**src/rtl/game_rom_arb_pkg.sv**
```systemverilog
// Shared defaults, requester naming and index helpers for the game ROM arbiter.
package game_rom_arb_pkg;

    localparam int NREQ_DEF = 4;
    localparam int AW_DEF   = 16;
    localparam int DW_DEF   = 12;
    localparam int ID_W     = $clog2(NREQ_DEF);

    typedef logic [ID_W-1:0] req_id_t;

    typedef enum logic [ID_W-1:0] {
        TXT_HUD = 2'd0,
        TXT_END = 2'd1,
        PROBE_X = 2'd2,
        PROBE_Y = 2'd3
    } requester_e;

    // Successor of a requester index, wrapping from n-1 back to 0.
    function automatic int nextIndex(input int cur, input int n);
        return (cur + 1 >= n) ? 0 : cur + 1;
    endfunction

endpackage

```
**src/rtl/game_rom_arbiter_rr_pick.sv**
```systemverilog
// Rotating priority encoder: first set bit of req_i at or after start_i, wrapping.
module rr_pick
    import game_rom_arb_pkg::*;
#(
    parameter int N = NREQ_DEF
) (
    input  logic [N-1:0]         req_i,
    input  logic [$clog2(N)-1:0] start_i,
    output logic [N-1:0]         gnt_o,
    output logic                 valid_o
);

    localparam int IW = $clog2(N);

    logic [IW-1:0] idx;

    always_comb begin
        gnt_o   = '0;
        valid_o = 1'b0;
        idx     = '0;
        for (int k = 0; k < N; k++) begin
            idx = IW'((int'(start_i) + k) % N);
            if (!valid_o && req_i[idx]) begin
                gnt_o[idx] = 1'b1;
                valid_o    = 1'b1;
            end
        end
    end

endmodule

```
**src/rtl/game_rom_arbiter.sv**
```systemverilog
// Shared synchronous-ROM arbiter with fixed 3-cycle request-to-response latency.
// Define GAME_ROM_ARB_FIXED_PRIO_EN to use fixed priority instead of round-robin.
module game_rom_arbiter
    import game_rom_arb_pkg::*;
#(
    parameter int NREQ = NREQ_DEF,
    parameter int AW   = AW_DEF,
    parameter int DW   = DW_DEF
) (
    input  logic                    clk,
    input  logic                    rst,
    input  logic [NREQ-1:0]         req,
    input  logic [NREQ*AW-1:0]      req_addr,
    output logic [NREQ-1:0]         gnt,
    output logic [AW-1:0]           rom_addr,
    input  logic [DW-1:0]           rom_rdata,
    output logic [NREQ-1:0]         rsp_valid,
    output logic [$clog2(NREQ)-1:0] rsp_id,
    output logic [DW-1:0]           rsp_data
);

    localparam int IW = $clog2(NREQ);

    logic [NREQ-1:0] gnt_q, gnt_d;
    logic [AW-1:0]   romAddr_q, romAddr_d;
    logic [IW-1:0]   lastGnt_q, lastGnt_d;
    logic            tagVld1_q, tagVld1_d, tagVld2_q, tagVld2_d;
    logic [IW-1:0]   tagId1_q, tagId1_d, tagId2_q, tagId2_d;
    logic [NREQ-1:0] rspValid_q, rspValid_d;
    logic [IW-1:0]   rspId_q, rspId_d;
    logic [DW-1:0]   rspData_q, rspData_d;

    logic [NREQ-1:0] eligible, pick;
    logic            pickValid;
    logic [IW-1:0]   startIdx, pickIdx;

    // The requester currently holding gnt sits out this cycle's arbitration.
    assign eligible = req & ~gnt_q;

`ifdef GAME_ROM_ARB_FIXED_PRIO_EN
    assign startIdx = '0;
`else
    assign startIdx = IW'(nextIndex(int'(lastGnt_q), NREQ));
`endif

    rr_pick #(.N(NREQ)) u_pick (
        .req_i  (eligible),
        .start_i(startIdx),
        .gnt_o  (pick),
        .valid_o(pickValid)
    );

    always_comb begin
        pickIdx = '0;
        for (int i = 0; i < NREQ; i++) begin
            if (pick[i]) pickIdx = IW'(i);
        end
    end

    // Tag pipe carries the winner index alongside the ROM read so the response
    // never depends on the (possibly changed) request vector.
    always_comb begin
        gnt_d      = pick;
        romAddr_d  = pickValid ? req_addr[int'(pickIdx)*AW +: AW] : romAddr_q;
        lastGnt_d  = pickValid ? pickIdx : lastGnt_q;
        tagVld1_d  = pickValid;
        tagId1_d   = pickIdx;
        tagVld2_d  = tagVld1_q;
        tagId2_d   = tagId1_q;
        rspValid_d = '0;
        if (tagVld2_q) rspValid_d[tagId2_q] = 1'b1;
        rspId_d    = tagVld2_q ? tagId2_q : rspId_q;
        rspData_d  = tagVld2_q ? rom_rdata : rspData_q;
    end

    always_ff @(posedge clk) begin
        if (rst) begin
            gnt_q      <= '0;
            romAddr_q  <= '0;
            lastGnt_q  <= IW'(NREQ - 1);
            tagVld1_q  <= 1'b0;
            tagVld2_q  <= 1'b0;
            tagId1_q   <= '0;
            tagId2_q   <= '0;
            rspValid_q <= '0;
            rspId_q    <= '0;
            rspData_q  <= '0;
        end else begin
            gnt_q      <= gnt_d;
            romAddr_q  <= romAddr_d;
            lastGnt_q  <= lastGnt_d;
            tagVld1_q  <= tagVld1_d;
            tagVld2_q  <= tagVld2_d;
            tagId1_q   <= tagId1_d;
            tagId2_q   <= tagId2_d;
            rspValid_q <= rspValid_d;
            rspId_q    <= rspId_d;
            rspData_q  <= rspData_d;
        end
    end

    assign gnt       = gnt_q;
    assign rom_addr  = romAddr_q;
    assign rsp_valid = rspValid_q;
    assign rsp_id    = rspId_q;
    assign rsp_data  = rspData_q;

endmodule

```
**config.mk**
```make
export PLATFORM = sky130hd
export DESIGN_NAME = game_rom_arbiter
export DESIGN_NICKNAME = d
export VERILOG_FILES = /design/src/rtl/game_rom_arb_pkg.sv /design/src/rtl/game_rom_arbiter_rr_pick.sv /design/src/rtl/game_rom_arbiter.sv
export SDC_FILE = /design/constraint.sdc
export NUM_CORES = 1
export LEC_CHECK = 0
export BUFFER_PORTS_ARGS = -buffer_cell sky130_fd_sc_hd__buf_2
export CORE_UTILIZATION = 50
export CTS_CLUSTER_SIZE = 28
export DETAILED_ROUTE_END_ITERATION = 10
export HOLD_SLACK_MARGIN = 0.06
export PLACE_DENSITY = 0.81
export SLEW_MARGIN = 30
export SYNTH_ARGS = -nofsm -noshare
export SYNTH_HDL_FRONTEND = slang
export SYNTH_HIERARCHICAL = 1
export SYNTH_SLANG_ARGS = --single-unit
```
**constraint.sdc**
```tcl
create_clock -name clk -period 5.7 [get_ports clk]
set_input_delay 1.14 -clock clk [delete_from_list [all_inputs] [get_ports clk]]
set_output_delay 1.14 -clock clk [all_outputs]
set_load 0.02 [all_outputs]
```
# --- Yosys cells after proc, flatten, opt, wreduce, memory -nomap -nowiden ---
# Cells that the tools add are included.
op_classes:
  n_reduce_logical: 12
  addsub: 4
  n_bitwise: 6
  order_cmp: 11
  shift: 1
  muxes: 30
ops:
  columns: ["op", "n"]
  rows:
  - ["$shiftx A64 B7 Y16", 1]
  - ["$mux W4", 4]
  - ["$lt A2 B3 Y1 const B", 5]
  - ["$mux W1", 14]
  - ["$or A4 B4 Y4", 3]
  - ["$demux W1 S2", 5]
  - ["$ge A2 B1 Y1 const B", 5]
  - ["$bmux W1 S2", 4]
  - ["$logic_and A1 B1 Y1", 8]
  - ["$mux W2", 3]
  - ["$add A2 B2 Y2 const B", 2]
  - ["$and A4 B4 Y4", 1]
  - ["$not A4 Y4", 1]
  - ["$add A2 B1 Y3 const B", 1]
  - ["$ge A3 B3 Y1 const B", 1]
  - ["$logic_not A1 Y1", 3]
  - ["$add A2 B1 Y2 const B", 1]
  - ["$reduce_or A2 Y1", 1]
  - ["$not A1 Y1", 1]
totals:
  inputBits: 82
  output_inout_bits: 38
  register_bits: 46
  elab_cells: 74

# --- Logic depth before layout (Yosys ltp) ---
depth:
  word_depth: 19
  depth_mapped: 14
  depth_no_buf: 11

# --- Cells and area by module ---
# The synthesis kept the hierarchy.
by_module_without_submodules:
  columns: ["mod", "seq_area_each_um2", "cells_each", "area_each_um2", "instances"]
  rows:
  - ["game_rom_arbiter", 920.9, 220, 2052.0, 1]
  - ["rr_pick", 0.0, 62, 494.2, 1]

# --- Worst setup path after synthesis ---
# No wires, ideal clock.
synth_path:
  path_type: "input to register"
  startpoint: "input port req[1]"
  endpoint: "register romAddr_q[10], in the netlist rom_addr[10]"
  required_time_ns: 5.578
  t_arrival_ns: 3.209
  setup_ns: 0.122
  path_slack_ns: 2.369
  n_path_buf: 2
  stages: 10
  path_cell_list: "nor2b_1 or3b_1 a2111o_1 nand3_2 o2bb2ai_1 buf_6 buf_12 mux2_4 a21oi_1 a31oi_1"
synth_between:
  elab_chain_len: 17
  elab_cells_between_ends: 30
  cone_classes: "1 x shift; 19 x mux; 4 x bitwise; 6 x reduce/logical"
synth_lines:
  columns: ["element", "line_no", "rtl"]
  rows:
  - ["start: declaration", "game_rom_arbiter.sv:12", "input logic [NREQ-1:0] req,"]
  - ["$and A4 B4 Y4 (*)", "game_rom_arbiter.sv:38", "assign eligible = req & ~gnt_q;"]
  - ["$bmux W1 S2", "game_rom_arbiter_rr_pick.sv:23", "if (!valid_o && req_i[idx]) begin"]
  - ["$mux W1 (implied by the code)", "game_rom_arbiter_rr_pick.sv:23", null]
  - ["$mux W1", "game_rom_arbiter_rr_pick.sv:23", null]
  - ["$logic_not A1 Y1", "game_rom_arbiter_rr_pick.sv:23", null]
  - ["$logic_and A1 B1 Y1", "game_rom_arbiter_rr_pick.sv:23", null]
  - ["$mux W1", "game_rom_arbiter_rr_pick.sv:23", null]
  - ["$logic_not A1 Y1", "game_rom_arbiter_rr_pick.sv:23", null]
  - ["$logic_and A1 B1 Y1", "game_rom_arbiter_rr_pick.sv:23", null]
  - ["$mux W1", "game_rom_arbiter_rr_pick.sv:23", null]
  - ["$logic_not A1 Y1", "game_rom_arbiter_rr_pick.sv:23", null]
  - ["$logic_and A1 B1 Y1", "game_rom_arbiter_rr_pick.sv:23", null]
  - ["$mux W4 (*)", "game_rom_arbiter_rr_pick.sv:23", null]
  - ["via gnt_d[1]", "game_rom_arbiter.sv:24", "logic [NREQ-1:0] gnt_q, gnt_d;"]
  - ["$mux W1 (*)", "game_rom_arbiter.sv:56", "if (pick[i]) pickIdx = IW'(i);"]
  - ["$mux W2 (*) (2 in a row)", "game_rom_arbiter.sv:56", null]
  - ["$shiftx A64 B7 Y16 (*)", "game_rom_arbiter.sv:64", "romAddr_d = pickValid ? req_addr[int'(pickIdx)*AW +: AW] : romAddr_q;"]
  - ["end signal: assignment", "game_rom_arbiter.sv:90", "romAddr_q <= romAddr_d;"]
  - ["end: declaration", "game_rom_arbiter.sv:25", "logic [AW-1:0] romAddr_q, romAddr_d;"]
# Mark *: on every way through the listed nets, which the timed path passes. The rest lies on a longest branch. The select of a mux whose other input is x is not followed.
# A chain may end at the register's enable or synchronous reset.

# --- Worst setup path after layout ---
layout_path:
  startpoint: "register lastGnt_q[0]"
  endpoint: "register romAddr_q[4], in the netlist rom_addr[4]"
layout_between:
  elab_cells_between_ends: 55
  cone_classes: "4 x add/sub; 9 x order compare; 1 x shift; 28 x mux; 3 x bitwise; 10 x reduce/logical"
layout_rtl:
  columns: ["element", "line_no", "rtl"]
  rows:
  - ["start: declaration", "game_rom_arbiter.sv:26", "logic [IW-1:0] lastGnt_q, lastGnt_d;"]
  - ["start signal: assignment", "game_rom_arbiter.sv:80", "lastGnt_q <= IW'(NREQ - 1);"]
  - ["start signal: assignment", "game_rom_arbiter.sv:91", "lastGnt_q <= lastGnt_d;"]
  - ["$add A2 B1 Y3 (*)", "game_rom_arb_pkg.sv:20", "return (cur + 1 >= n) ? 0 : cur + 1;"]
  - ["$ge A3 B3 Y1", "game_rom_arb_pkg.sv:20", null]
  - ["$mux W2 (*)", "game_rom_arb_pkg.sv:20", null]
  - ["via startIdx[0]", "game_rom_arbiter.sv:35", "logic [IW-1:0] startIdx, pickIdx;"]
  - ["parallel branches: the longest is 11 deep, another holds $lt A2 B3 Y1", null, null]
  - ["$mux W4 (*)", "game_rom_arbiter_rr_pick.sv:23", null]
  - ["via gnt_d[2]", "game_rom_arbiter.sv:24", null]
  - ["$mux W2 (*) (2 in a row)", "game_rom_arbiter.sv:56", null]
  - ["$shiftx A64 B7 Y16 (*)", "game_rom_arbiter.sv:64", null]
# Mark *: on every way through the listed nets, which the timed path passes. The select of a mux whose other input is x is not followed.

==> flow_summary.json <==
{
  "pwr-share-clk_pct": 13.1,
  "rsz0062_at_grt": "no",
  "place_ws_ps": 1970,
  "coreArea_um2": 4820,
  "syn_inst": 282,
  "dieArea_um2": 5380,
  "synth_cell_types": 39,
  "cts.sinks": 46,
  "grt_max_degree": 35,
  "synth-seq-cells": 46,
  "worstSetupStartpointType": "flip-flop",
  "postPlaceCellArea_um2": 3130,
  "cts_htree_levels": 2,
  "end_kind": "flip-flop",
  "synth_area_per_cell_um2": 9.03,
  "post_drt_wl_per_cell_um": 14.0,
  "area_growth_pct": 27.5,
  "fin_crit_sh_pct": 63.9,
  "initial_core_util_pct": 52.9,
  "cp_slowest_cell": "o2bb2ai_2",
  "yosysWarnings": 6,
  "dr.pass1.iters": 4,
  "ios": 120,
  "clock_latency_ps": 300,
  "grt_pass1_vias": 2265,
  "cp_slowest_stage_delay_ps": 710,
  "r2r_setup_slack_ps": 2060,
  "die_x_um": 73.4,
  "hold_buffers": 0,
  "crit_chain": "ha_1 > nor2_1 > buf_4 > inv_1 > ha_1 > mux2i_1 > mux2_2 > a211oi_1 > o2bb2ai_2 > nor2_4 > a21oi_1 > a31oi_1",
  "p_comb_share_pct": 64.2,
  "grt_use_total_pct": 23.7,
  "maxCapViolCount": 0,
  "instances_no_fill": 456,
  "vias_per_cell": 5.36,
  "totalWireLength_um": 6370,
  "dpl.cell_count": 448,
  "seq_area_frac_synth_pct": 36.2,
  "die_h_um": 73.4,
  "synth_area_um2": 2550,
  "intPower_mw": 1.07,
  "drv_slew": 0,
  "final.setup.worst_slack_ps": 2060,
  "antenna_found_initial": 0,
  "gp_congestion": 0.873,
  "min_path_type": "reg2reg",
  "dp_hpwl_um": 4590,
  "rr_endpoint": "rom_addr[4]",
  "holdPathStages": 1,
  "via_count": 2445,
  "leakage_nw": 1.50,
  "crit_type": "reg2reg",
  "arrival_ps": 3840,
  "rows": 25,
  "crit_fanout": 21,
  "crit_top_cell": "ha_1",
  "gr-total-overflow": 0,
  "holdCritStartpoint": "tagId1_q[1]",
  "cts-root-buf": "clkbuf_8",
  "required_ps": 5890,
  "switching_power_uw": 874,
  "status": "finished, final reports clean",
  "drive_above_1_share_pct": 40.9,
  "seq_power_share_pct": 22.7,
  "final_nets": 477,
  "finalHoldViolCount": 0,
  "drt_iter0_markers": 107,
  "final_util_pct": 67.4,
  "min_to": "tagId2_q[1]",
  "clockBufferDepth": 2,
  "fin_crit_ps": 3640,
  "holdWs_ps": 451,
  "tns_ps": 0,
  "fmax_mhz": 274,
  "diodes": 0,
  "cts_tree": "done",
  "power.density_nw_per_um2": 598,
  "timing.rr.start": "lastGnt_q[0]",
  "worst_slew_pin_slew_ps": 906,
  "p_total_mw": 1.94,
  "cpLargestDelayFamily": "compound AO/OA/AOI/OAI gates",
  "worst_clock_skew_ps": 8.28,
  "syn_nets": 371,
  "clk_pin_slew_ps": 100,
  "drc": 0,
  "cts_setup_buffers": 0,
  "stdcell_area_um2": 3250,
  "port_buffers": 119,
  "max_slew_margin_pct": 39.2,
  "cp_num_buf_inv": 2,
  "r2r_cells": 12,
  "numCtsBuffers": 5,
  "sw_frac_of_total_pct": 45.0,
  "setup_viol": 0,
  "drt.antenna.violating_nets": 0,
  "cts-resized-gates": 0,
  "peakVddDrop_v": 0.000365,
  "grt_first_pass_wirelength_um": 9950
}
sequential cells by signal (all words and copies together), names as in the netlist:
register	cells
rom_addr	16
rsp_data	12
gnt	4
rsp_valid	4
lastGnt_q	2
rsp_id	2
tagId1_q	2
tagId2_q	2
tagVld1_q	1
tagVld2_q	1
worst register-to-register path, delay by kind of cell, from the launching register on:
kind	cells	cell delay [ps]
AO/OA/AOI/OAI	4	1160
adder cells (fa/ha/maj)	2	640
AND/OR/NAND/NOR	2	330
multiplexers	2	650
flip-flops	1	340
buffers and inverters	2	400
cells in the final DEF (no fill, tap or decap), types with 5 or more instances in the layout:
cell      instances
nand2b_1          6
mux2i_1          19
nor2_1           26
mux2_2           11
o22ai_1           6
clkbuf_8          5
buf_2           119
nand2_1          24
mux2_4            8
nor2b_1          10
o21ai_0          15
a21oi_1          17
inv_1             6
nand3b_1         17
ha_1              7
a31oi_1          15
dfxtp_1          46
cell families (layout without fill, tap and decap cells):
logic type,count (synthesis),in the layout,share of synthesized area (%)
multiplexers,39,39,17.9
adder cells (fa/ha/maj),7,7,3.44
flip-flops,46,46,36.2
AO/OA/AOI/OAI,68,68,17.0
buffers and inverters,29,136,6.29
AND/OR/NAND/NOR,93,93,19.2
worst max-delay path by stage:
stage / slack [ps] / start / cells after the start / endpoint
floorplan: 2370 / req[1] / 10 / rom_addr[10]
global placement: 2040 / req[2] / 9 / rom_addr[15]
detailed placement: 1970 / req[2] / 9 / rom_addr[15]
CTS: 2150 / lastGnt_q[0] / 12 / rom_addr[4]
global route: 1850 / lastGnt_q[0] / 12 / rom_addr[4]
finish: 2060 / lastGnt_q[0] / 12 / rom_addr[4]
per-layer routing:
metal	GRT usage (%)	share of wire (%)	wire length [um]
met3	4.53	6.3	400
met5	0	0	0
met1	27.7	44	2780
met2	43.6	49	3140
met4	7.26	0.77	49
final cells by class:
cell class / instances / area (um^2)
tap: 67 / 83.8
inverter: 6 / 22.5
clock inverter: 3 / 48.8
fill: 416 / 1570
timing repair buffer: 122 / 618
clock buffer: 5 / 68.8
sequential: 46 / 921
multi-input combinational: 207 / 1480
power by group through the flow:
| stage | registers [mW] | clock network (mW) | logic (mW) |
|---|---|---|---|
| 2_1_floorplan | 0.513 | 0 | 0.964 |
| 3_3_place_gp | 0.449 | 0 | 1.20 |
| 6_report | 0.441 | 0.254 | 1.25 |
| 5_1_grt | 0.451 | 0.271 | 1.35 |
| 4_1_cts | 0.442 | 0.261 | 1.24 |
| 3_5_place_dp | 0.449 | 0 | 1.23 |
Yosys cell counts, drive strengths merged:
cell,n,share of area (%)
nor3,3,0.59
a211oi,2,0.59
a31o,2,0.69
or3b,1,0.34
a31oi,15,3.7
a311oi,1,0.34
ha,7,3.4
nand3b,17,5.0
mux2i,19,7.5
a2111o,1,0.44
nor2b,10,2.5
clkbuf,7,1.1
nor2,27,4.3
o211ai,2,0.59
o22ai,6,1.5
o21ai,15,2.9
inv,6,0.88
nand2,24,3.5
mux2,19,9.6
or4,1,0.29
buf,16,4.3
o2bb2ai,4,1.4
nand3,2,0.59
dfxtp,46,36
or2,1,0.25
mux4,1,0.88
a221oi,2,1.2
nand2b,6,1.5
a21oi,18,3.7
nand4b,1,0.34
Note: power is estimated with default switching activity, not from simulation.
